[config.mk]
export PLATFORM = sky130hd
export DESIGN_NAME = mem_bus_arbiter
export DESIGN_NICKNAME = d
export VERILOG_FILES = /design/src/rtl/mem_bus_arbiter.sv
export SDC_FILE = /design/constraint.sdc
export NUM_CORES = 1
export LEC_CHECK = 0
export CORE_ASPECT_RATIO = 1.1
export CORE_MARGIN = 8
export CORE_UTILIZATION = 42
export CTS_CLUSTER_DIAMETER = 150
export DETAILED_ROUTE_END_ITERATION = 12
export GPL_TIMING_DRIVEN = 0
export PLACE_DENSITY = 0.8
export SLEW_MARGIN = 5
export SYNTH_ARGS = -nofsm -noshare
export SYNTH_HDL_FRONTEND = slang
export SYNTH_SLANG_ARGS = --single-unit
[constraint.sdc]
create_clock -name CLK -period 2.3 [get_ports CLK]
set_input_delay 0.46 -clock CLK [delete_from_list [all_inputs] [get_ports CLK]]
set_output_delay 0.46 -clock CLK [all_outputs]
set_load 0.1 [all_outputs]
[src/rtl/mem_bus_arbiter.sv]
// Two-requester (fetch/data) arbiter onto a single-outstanding address/data bus.
// Data has priority, with a starvation limit for fetch and a wait-state timeout.
module mem_bus_arbiter #(
   parameter int unsigned STARVE_MAX = 4,
   parameter int unsigned TIMEOUT    = 255
) (
   input  logic        CLK,
   input  logic        RESET,
   input  logic        F_REQ,
   input  logic [31:0] F_ADDR,
   output logic [31:0] F_RDATA,
   output logic        F_READY,
   input  logic        D_REQ,
   input  logic        D_WRITE,
   input  logic [31:0] D_ADDR,
   input  logic [31:0] D_WDATA,
   output logic [31:0] D_RDATA,
   output logic        D_READY,
   output logic        BUS_ERR,
   output logic [31:0] HADDR,
   output logic        HWRITE,
   output logic        HTRANS,
   output logic [31:0] HWDATA,
   input  logic [31:0] HRDATA,
   input  logic        HREADY
);

   localparam int unsigned SW = (STARVE_MAX > 0) ? $clog2(STARVE_MAX + 1) : 1;
   localparam int unsigned TW = (TIMEOUT > 1) ? $clog2(TIMEOUT + 1) : 1;

   typedef enum logic [1:0] {ST_IDLE, ST_ADDR, ST_DATA} state_t;
   typedef enum logic {OWN_FETCH, OWN_DATA} owner_t;

   state_t          state;
   owner_t          owner;
   logic [SW-1:0]   starve_cnt;
   logic [TW-1:0]   tmo_cnt;
   logic            grant_ok;
   logic            data_wins;
   logic            starved;

   // No grant on the edge that ends a READY cycle, so a REQ still held there is not serviced twice.
   always_comb begin
      starved   = (starve_cnt == SW'(STARVE_MAX));
      grant_ok  = (state == ST_IDLE) && !F_READY && !D_READY && (F_REQ || D_REQ);
      data_wins = D_REQ && !(F_REQ && starved);
   end

   always_ff @(posedge CLK or negedge RESET) begin
      if (!RESET) begin
         state      <= ST_IDLE;
         owner      <= OWN_FETCH;
         starve_cnt <= '0;
         tmo_cnt    <= '0;
         HADDR      <= '0;
         HWRITE     <= 1'b0;
         HTRANS     <= 1'b0;
         HWDATA     <= '0;
         F_RDATA    <= '0;
         D_RDATA    <= '0;
         F_READY    <= 1'b0;
         D_READY    <= 1'b0;
         BUS_ERR    <= 1'b0;
      end else begin
         F_READY <= 1'b0;
         D_READY <= 1'b0;
         BUS_ERR <= 1'b0;
         case (state)
            ST_IDLE: begin
               if (grant_ok) begin
                  state  <= ST_ADDR;
                  HTRANS <= 1'b1;
                  if (data_wins) begin
                     owner  <= OWN_DATA;
                     HADDR  <= D_ADDR;
                     HWRITE <= D_WRITE;
                     if (D_WRITE) HWDATA <= D_WDATA;
                     if (!F_REQ)        starve_cnt <= '0;
                     else if (!starved) starve_cnt <= starve_cnt + 1'b1;
                  end else begin
                     owner      <= OWN_FETCH;
                     HADDR      <= F_ADDR;
                     HWRITE     <= 1'b0;
                     starve_cnt <= '0;
                  end
               end
            end
            ST_ADDR: begin
               state   <= ST_DATA;
               HTRANS  <= 1'b0;
               tmo_cnt <= '0;
            end
            ST_DATA: begin
               if (HREADY) begin
                  state <= ST_IDLE;
                  if (owner == OWN_FETCH) begin
                     F_READY <= 1'b1;
                     F_RDATA <= HRDATA;
                  end else begin
                     D_READY <= 1'b1;
                     if (!HWRITE) D_RDATA <= HRDATA;
                  end
               end else if (tmo_cnt == TW'(TIMEOUT - 1)) begin
                  // tmo_cnt holds completed stall cycles, so this edge ends stall cycle TIMEOUT
                  state   <= ST_IDLE;
                  BUS_ERR <= 1'b1;
                  if (owner == OWN_FETCH) F_READY <= 1'b1;
                  else                    D_READY <= 1'b1;
               end else begin
                  tmo_cnt <= tmo_cnt + 1'b1;
               end
            end
            default: state <= ST_IDLE;
         endcase
      end
   end

endmodule

==> summary.txt, run 1 <==
Post-Layout Cell Count = 975
Core ar. = 14300 um2
warnings from Yosys = 0
cell at the root of the clock tree = clkbuf_16
arrival time at the worst endpoint = 1720 ps
worst reg2reg path depth = 6
fraction of synthesized cell area taken by the top area cell type = 0.600
DRT iter0 DRCs = 326
slew at the pin with the worst max-slew slack = 1060 ps
maximum clock frequency = 0.460 GHz
Post-DRT Antenna Nets = 0
clock-pin slew of the registers on the worst-case setup and hold paths = 60 ps
CTS buffer count = 17
total iterations of the first detailed-routing run = 5
Reg2Reg Launch Point = state[0]
Clock Latency Late Sink = 420 ps
library cells used by synthesis = 39
total I/O pin count = 267
synth top area cells = dfrtp_1 60%, mux2_2 12%, mux2_1 5.9%
number of global-route vias before repair = 5401
GRT Total Usage = 0.212
Post-Syn Area per Cell = 12.7 um2
count leader, synth = dfrtp_1
area of the die = 18700 um2
post-DP HPWL = 15400 um
synthesis-stage register bit count = 147
cells after synthesis = 482
remaining routing DRC violations = 0
final routed wire length divided by cell count = 20.8 um
number of synthesized flops with an enable pin = 0
post-route clock period utilization = 0.946
via-per-instance ratio = 5.27
register area = 3680 um2
cell type contributing the most total cell area after synthesis = dfrtp_1
wire length of the first global-routing pass = 30800 um
most frequent cells after synthesis = 147 x dfrtp_1, 64 x mux2_2, 37 x nand3_1
total nets after synthesis = 620
Setup-failing EPs final = 0
fraction of final layout cells sized beyond drive strength 1 = 0.152
area of the multi-input gates = 2250 um2
buffering stage count on the worst path with inverters included = 1
Fin. Hold Viols = 0
maximum number of pins on one net before global-route repair = 96
initial antenna violation count = 1
horizontal die dimension = 131 um
clock period minus final worst setup slack = 2180 ps
total wirelength of the detailed-routed design = 20300 um
terminus of the critical flop-to-flop path = D_RDATA[26]
largest delay contributor family on the critical path = buffers and inverters
Clock Skew = 6.22 ps
number of max-slew violations in the final report = 0
Post-synth ARST share = 1.00
Initial Utilization = 0.428
standard-cell row count = 46
sinks on the clock net = 147
total vias in the final route = 5140
classification of the worst setup path = reg -> out
number of hold buffers added after cts = 0
max-cap viol count = 0
cell area after synthesis = 6130 um2
CTS Buffer Depth = 2
Rel. slew slack = 0.297
critical-path cell with the highest stage delay = dlygate4sd2_1
required time of the critical path = 1840 ps
Synth-to-Final Area Change = 55.5%
largest fanout on the critical path = 2
setup repair after global routing missed its margin = false
worst min path class = in -> async
result of the run = finished clean
count of port buffers added during placement = 265
CP endpoint kind = output port
crit-path max cell delay = 900 ps
CTS H-tree lvls = 4
Worst R2R Setup Slack = 300 ps
total placed cells including tap cells = 940
cells along the critical path = dlygate4sd2_1
count of nets after finishing = 908
sequential share of the synthesized area = 0.600
startpoint type of the worst setup path = flip-flop
total congestion overflow after global routing = 0
TritonCTS clock tree = yes
die height = 143 um
most common flop cell mapped by yosys = dfrtp_1
final estimated routing congestion in global placement = 0.829
final-layout fill cell count = 1101
## layer usage
layer | global-route usage | vias up | share of wire
met4 | 0.0765 | 0 | 0.022
met3 | 0.0706 | 30 | 0.071
met1 | 0.241 | 2496 | 0.40
met5 | 0 | - | 0
li1 | - | 2353 | -
met2 | 0.366 | 261 | 0.51
## cell type report
class	count	share of cell area
Clock inverter	12	0.0188
Multi-Input combinational cell	290	0.236
Buffer	38	0.0188
Clock buffer	19	0.0465
Inverter	7	0.00276
Tap cell	192	0.0252
Sequential cell	147	0.386
Antenna cell	1	0.000262
Timing Repair Buffer	269	0.266
## repair_timing
action,CTS,global route
pin swaps,0,1
gates resized for setup,133,0
setup buffers,0,3
setup endpoints to repair,133,33
## registers in the layout, summed over array words and instances (netlist names)
signal      cells
D_RDATA        32
F_RDATA        32
HADDR          32
HWDATA         32
tmo_cnt         8
starve_cnt      3
state           2
BUS_ERR         1
D_READY         1
F_READY         1
HTRANS          1
HWRITE          1
owner           1
## cells by family after synthesis
kind of cell | synth area share
mux | 0.183
simple gates | 0.0686
compound gates | 0.107
buf+inv | 0.0335
flops | 0.600
fa+ha+maj | 0.00816
## cell usage in the layout (no fill, tap or decap), types with 25 or more instances in the layout
| cell type | Yosys | final |
|---|---|---|
| dfrtp_1 | 147 | 147 |
| clkbuf_1 | 24 | 25 |
| clkdlybuf4s50_1 | 0 | 131 |
| nand3_1 | 37 | 37 |
| a31oi_1 | 35 | 35 |
| mux2_2 | 64 | 64 |
| dlygate4sd2_1 | 0 | 133 |
| a21oi_1 | 35 | 35 |
| o21ai_0 | 33 | 33 |
| mux2_1 | 32 | 32 |
## per-stage QoR
step | TNS [ps] | util | hold WS (ps) | instance area [um2] | setup WS (ps)
finish | 0 | 0.665 | 5.77 | 9530 | 124
global route | 0 | 0.665 | 24.6 | 9530 | 64.0
CTS | 0 | 0.664 | 6.24 | 9510 | 79.6
global placement | -722040 | 0.630 | 469 | 9020 | -4880
detailed placement | -8570 | 0.632 | 455 | 9050 | -214
floorplan | 0 | - | 164 | 6130 | 180
## worst max path at each step
stage               startpoint          to  slack [ps]  cells past startpoint
floorplan              F_READY  HWDATA[10]         180                      4
global placement         RESET  HWDATA[12]       -4880                      1
detailed placement       F_REQ   HADDR[23]        -210                      7
CTS                   state[0]    HADDR[8]          80                      6
global route           D_READY     D_READY          60                      1
finish                 D_READY     D_READY         120                      1
Power of run 1 is left out: the tool's default activity adds up to more than one toggle a clock period on the data nets, which glitch-free logic cannot reach.
==> inputs of run 2 (changes only) <==
- RECOVER_POWER: not set -> 100
- SLEW_MARGIN: 5 -> 10
==> run 2 against run 1 <==
Design area shrank 7.0%. Non-clock buffer count shrank 3. Critical path type unchanged. Worst setup slack lost 25 ps. Register-to-register slack lost 130 ps. Critical path depth is the same. Clock-buffer cell count is the same. Hold slack gained 350 ps. Clock skew grew 9.3 ps.
==> summary.txt, run 2 (synthesis gave the netlist of run 1 again) <==
largest delay contributor family on the critical path = buffers and inverters
post-layout instance area = 8860 um2
# diodes = 0
maximum number of pins on one net before global-route repair = 96
Core ar. = 14300 um2
Fin. Hold Viols = 0
startpoint type of the worst setup path = flip-flop
post-DP HPWL = 15300 um
area of the die = 18700 um2
slew at the pin with the worst max-slew slack = 1350 ps
CTS H-tree lvls = 4
Initial Utilization = 0.428
CTS Buffer Depth = 2
DRT iter0 DRCs = 227
die height = 143 um
maximum clock frequency = 0.454 GHz
buffering stage count on the worst path with inverters included = 1
most common cell after layout, fill and taps aside = clkbuf_1
count of port buffers added during placement = 265
Setup-failing EPs final = 0
standard-cell row count = 46
final routed wire length divided by cell count = 20.8 um
Rel. slew slack = 0.0974
via-per-instance ratio = 5.27
GRT Total Usage = 0.207
Post-Place Worst Slack = -244 ps
number of buffers added for setup after CTS = 0
Worst R2R Setup Slack = 170 ps
clock-pin slew of the registers on the worst-case setup and hold paths = 60 ps
CTS buffer count = 17
commonest non-fill, non-tap cells in the layout = 159 x clkbuf_1, 147 x dfrtp_1, 130 x clkdlybuf4s50_1
required time of the critical path = 1840 ps
TritonCTS clock tree = yes
total wirelength of the detailed-routed design = 20200 um
total iterations of the first detailed-routing run = 8
Post-Layout Cell Count = 972
final estimated routing congestion in global placement = 0.829
number of global-route vias before repair = 5448
hold slack = 352 ps
final-layout fill cell count = 1221
max-cap viol count = 0
cells along the critical path = clkbuf_1
classification of the worst setup path = reg -> out
largest fanout on the critical path = 2
total congestion overflow after global routing = 0
worst min path class = in -> async
horizontal die dimension = 131 um
cell at the root of the clock tree = clkbuf_16
Area after DPL = 9050 um2
setup repair after global routing missed its margin = false
Synth-to-Final Area Change = 44.5%
post-route clock period utilization = 0.957
Post-DRT Antenna Nets = 0
remaining routing DRC violations = 0
CP endpoint kind = output port
wire length of the first global-routing pass = 30600 um
initial antenna violation count = 0
Clock Skew = 15.5 ps
crit-path max cell delay = 980 ps
total placed cells including tap cells = 940
Clock Latency Late Sink = 420 ps
critical-path cell with the highest stage delay = clkbuf_1
number of hold buffers added after cts = 0
minimum setup slack in the final design = 99.2 ps
number of max-slew violations in the final report = 0
count of nets after finishing = 905
clock period minus final worst setup slack = 2200 ps
fraction of final layout cells sized beyond drive strength 1 = 0.149
result of the run = finished clean
sinks on the clock net = 147
total I/O pin count = 267
total vias in the final route = 5121
arrival time at the worst endpoint = 1740 ps
## run 2: through the flow
step | util | TNS, ps
after floorplan | - | 0
after global placement | 0.630 | -722040
after detailed placement | 0.632 | -9190
after CTS | 0.667 | 0
after global routing | 0.618 | 0
final | 0.618 | 0
## run 2: routing by layer
layer	GRT usage	share of wire
met2	0.358	0.50
met4	0.0661	0.025
met1	0.236	0.41
met3	0.0706	0.067
met5	0	0
## run 2: layout make-up
cell class | count | area, um2 | area share
multi-input cells | 290 | 2250 | 0.254
clock buffers | 19 | 433 | 0.0488
flip-flops and latches | 147 | 3680 | 0.415
inverters | 7 | 26.3 | 0.00296
well taps | 192 | 240 | 0.0271
repair buffers | 266 | 1830 | 0.206
plain buffers | 38 | 165 | 0.0186
clock inverters | 13 | 245 | 0.0277
## run 2: repair_timing
| action | in CTS | in global routing |
|---|---|---|
| pin swaps | 0 | 1 |
| endpoints found under the setup margin | 133 | 12 |
| hold endpoints to repair | 0 | 0 |
| gates resized for setup | 133 | 0 |
## run 2: final timing paths
path	from	end	depth (start not counted)
worst max-delay path	F_RDATA[19]	F_RDATA[19]	1
worst min-delay path	RESET	D_RDATA[5]	1
worst max register to register	state[1]	HWDATA[30]	4
worst min register to register	HWDATA[4]	HWDATA[4]	1
max in group asynchronous	RESET	D_RDATA[1]	2
min in group CLK	D_REQ	HADDR[16]	3
Power of run 2 is left out for the same reason.
==> RTL change (settings of run 2) <==
`STARVE_MAX`: 4 -> 8.
--- a/src/rtl/mem_bus_arbiter.sv
+++ b/src/rtl/mem_bus_arbiter.sv
@@ -3,3 +3,3 @@
 module mem_bus_arbiter #(
-   parameter int unsigned STARVE_MAX = 4,
+   parameter int unsigned STARVE_MAX = 8,
    parameter int unsigned TIMEOUT    = 255
Formal check against the unedited RTL: no difference found for any inputs over 4 cycles, from zero or initial values and one cycle with RESET low; that may be too few to reach the edited logic, so the function may still have changed.
==> RTL change against run 2 <==
- sequential cell count rose by 1
- maximum frequency is 0.27% lower
- worst setup slack got worse by 0.0059 ns
- final cell count fell by 4.8%
- worst hold slack improved by 0.0062 ns
- die area shrank 0.33%
- synthesized area is 0.37% lower
- final area fell by 2.3%
- routed wire length shrank 5.3%
Power is left out: the tool's default activity adds up to more than one toggle a clock period on the data nets, which glitch-free logic cannot reach.
==> RTL change: results (changes against run 2) <==
synthesis.nets: 572  # was 620
drt-wirelength-per-cell_um: 20.7  # was 20.8 µm
numPortBuffers: 266  # was 265
cpPeakStageDelay_ns: 0.91  # was 0.98 ns
pre_cts_ws_ns: -0.0746  # was -0.244 ns
layout.nets: 858  # was 905
fin_skew_ns: 0.00734  # was 0.0155 ns
synth_seq_area_share_pct: 60.6  # was 60.0%
vias_per_cell: 4.95  # was 5.27
hpwl_mm: 14.4  # was 15.3 mm
grt_pass1_vias: 5111  # was 5448
routed_wl_mm: 19.1  # was 20.2 mm
cts_root_buf: "clkbuf_16"  # unchanged
dpl.cell_count: 893  # was 940
drive_gt1_share_pct: 15.8  # was 14.9%
synthTopCellsByArea: "dfrtp_1, mux2_2, mux2_4"  # was dfrtp_1, mux2_2, mux2_1
synth_top_cell_area_share_pct: 60.6  # was 60.0%
relSlewSlack_pct: 4.25  # was 9.74%
first_pass_iters: 4  # was 8
gp_congestion: 0.832  # was 0.829
placed_area_um2: 9040  # was 9050 µm²
grt_max_degree: 92  # was 96
syn_avg_cell_area_um2: 14.1  # was 12.7 µm²
grtUsageTotal_pct: 20.7  # about the same
drtIter0Drc: 244  # was 227
netlist_top_cells_count: "dfrtp_1, mux2_2, nand2_1, o21ai_0, mux2i_1"  # was dfrtp_1, mux2_2, nand3_1, a21oi_1, a31oi_1
synth_cell_type_count: 40  # was 39
antenna_found_initial: 0  # unchanged
status: "finished clean"  # unchanged
grt_pass1_wl_mm: 29.1  # was 30.6 mm
yosys_most_used_dff: "dfrtp_1"  # unchanged
clk_pin_slew_ns: 0.06  # about the same
[RTL change: cell count changes after synthesis, moves of 26 or more]
cell     before  now
a31oi_1      35    0
mux2_1       32    6
nand3_1      37    5
mux2_4        0   29
nand2_1       9   41
a21oi_1      35    4
mux2i_1       4   32
[RTL change: final timing paths]
kind	cells past startpoint	slack [ns]	start	end
max	1	0.09	HWRITE	HWRITE
min	1	0.36	RESET	D_RDATA[14]
max reg2reg	5	0.22	state[0]	D_RDATA[20]
min reg2reg	2	0.48	HADDR[25]	HADDR[25]
max in group asynchronous	2	0.49	RESET	HADDR[14]
min in group CLK	2	0.48	HADDR[25]	HADDR[25]
[RTL change: timing repair]
action                                  CTS  global route
hold endpoints to repair                  0             0
endpoints found under the setup margin  133             0
gates resized for setup                 133             0
[RTL change: area by class of cell]
cell class,instances,area [µm²]
Multi-Input combinational cell,262,2160
Clock inverter,14,179
Timing Repair Buffer,267,1840
Clock buffer,18,439
Buffer,19,88.8
Tap cell,192,240
Sequential cell,148,3700
Inverter,5,18.8
Fill cell,1271,5670
[RTL change: per-layer routing]
| layer | wire [µm] | vias to the layer above | GRT usage, % |
|---|---|---|---|
| met1 | 7150 | 2247 | 23.2 |
| met3 | 1910 | 20 | 6.63 |
| met2 | 9710 | 209 | 35.5 |
| li1 | - | 2106 | - |
| met4 | 358 | 0 | 7.74 |
| met5 | 0 | - | 0 |
[RTL change: cells by family (layout without fill, tap and decap cells)]
logic type / Yosys count / in the layout / share of synthesized area, %
muxes: 128 / 128 / 24.7
adders and majority gates: 4 / 4 / 0.819
xor gates and xnor gates: 3 / 3 / 0.430
buffers and inverters: 24 / 323 / 2.38
AOI/OAI and AO/OA: 54 / 54 / 4.92
and+or+nand+nor: 73 / 73 / 6.12
DFF: 148 / 148 / 60.6
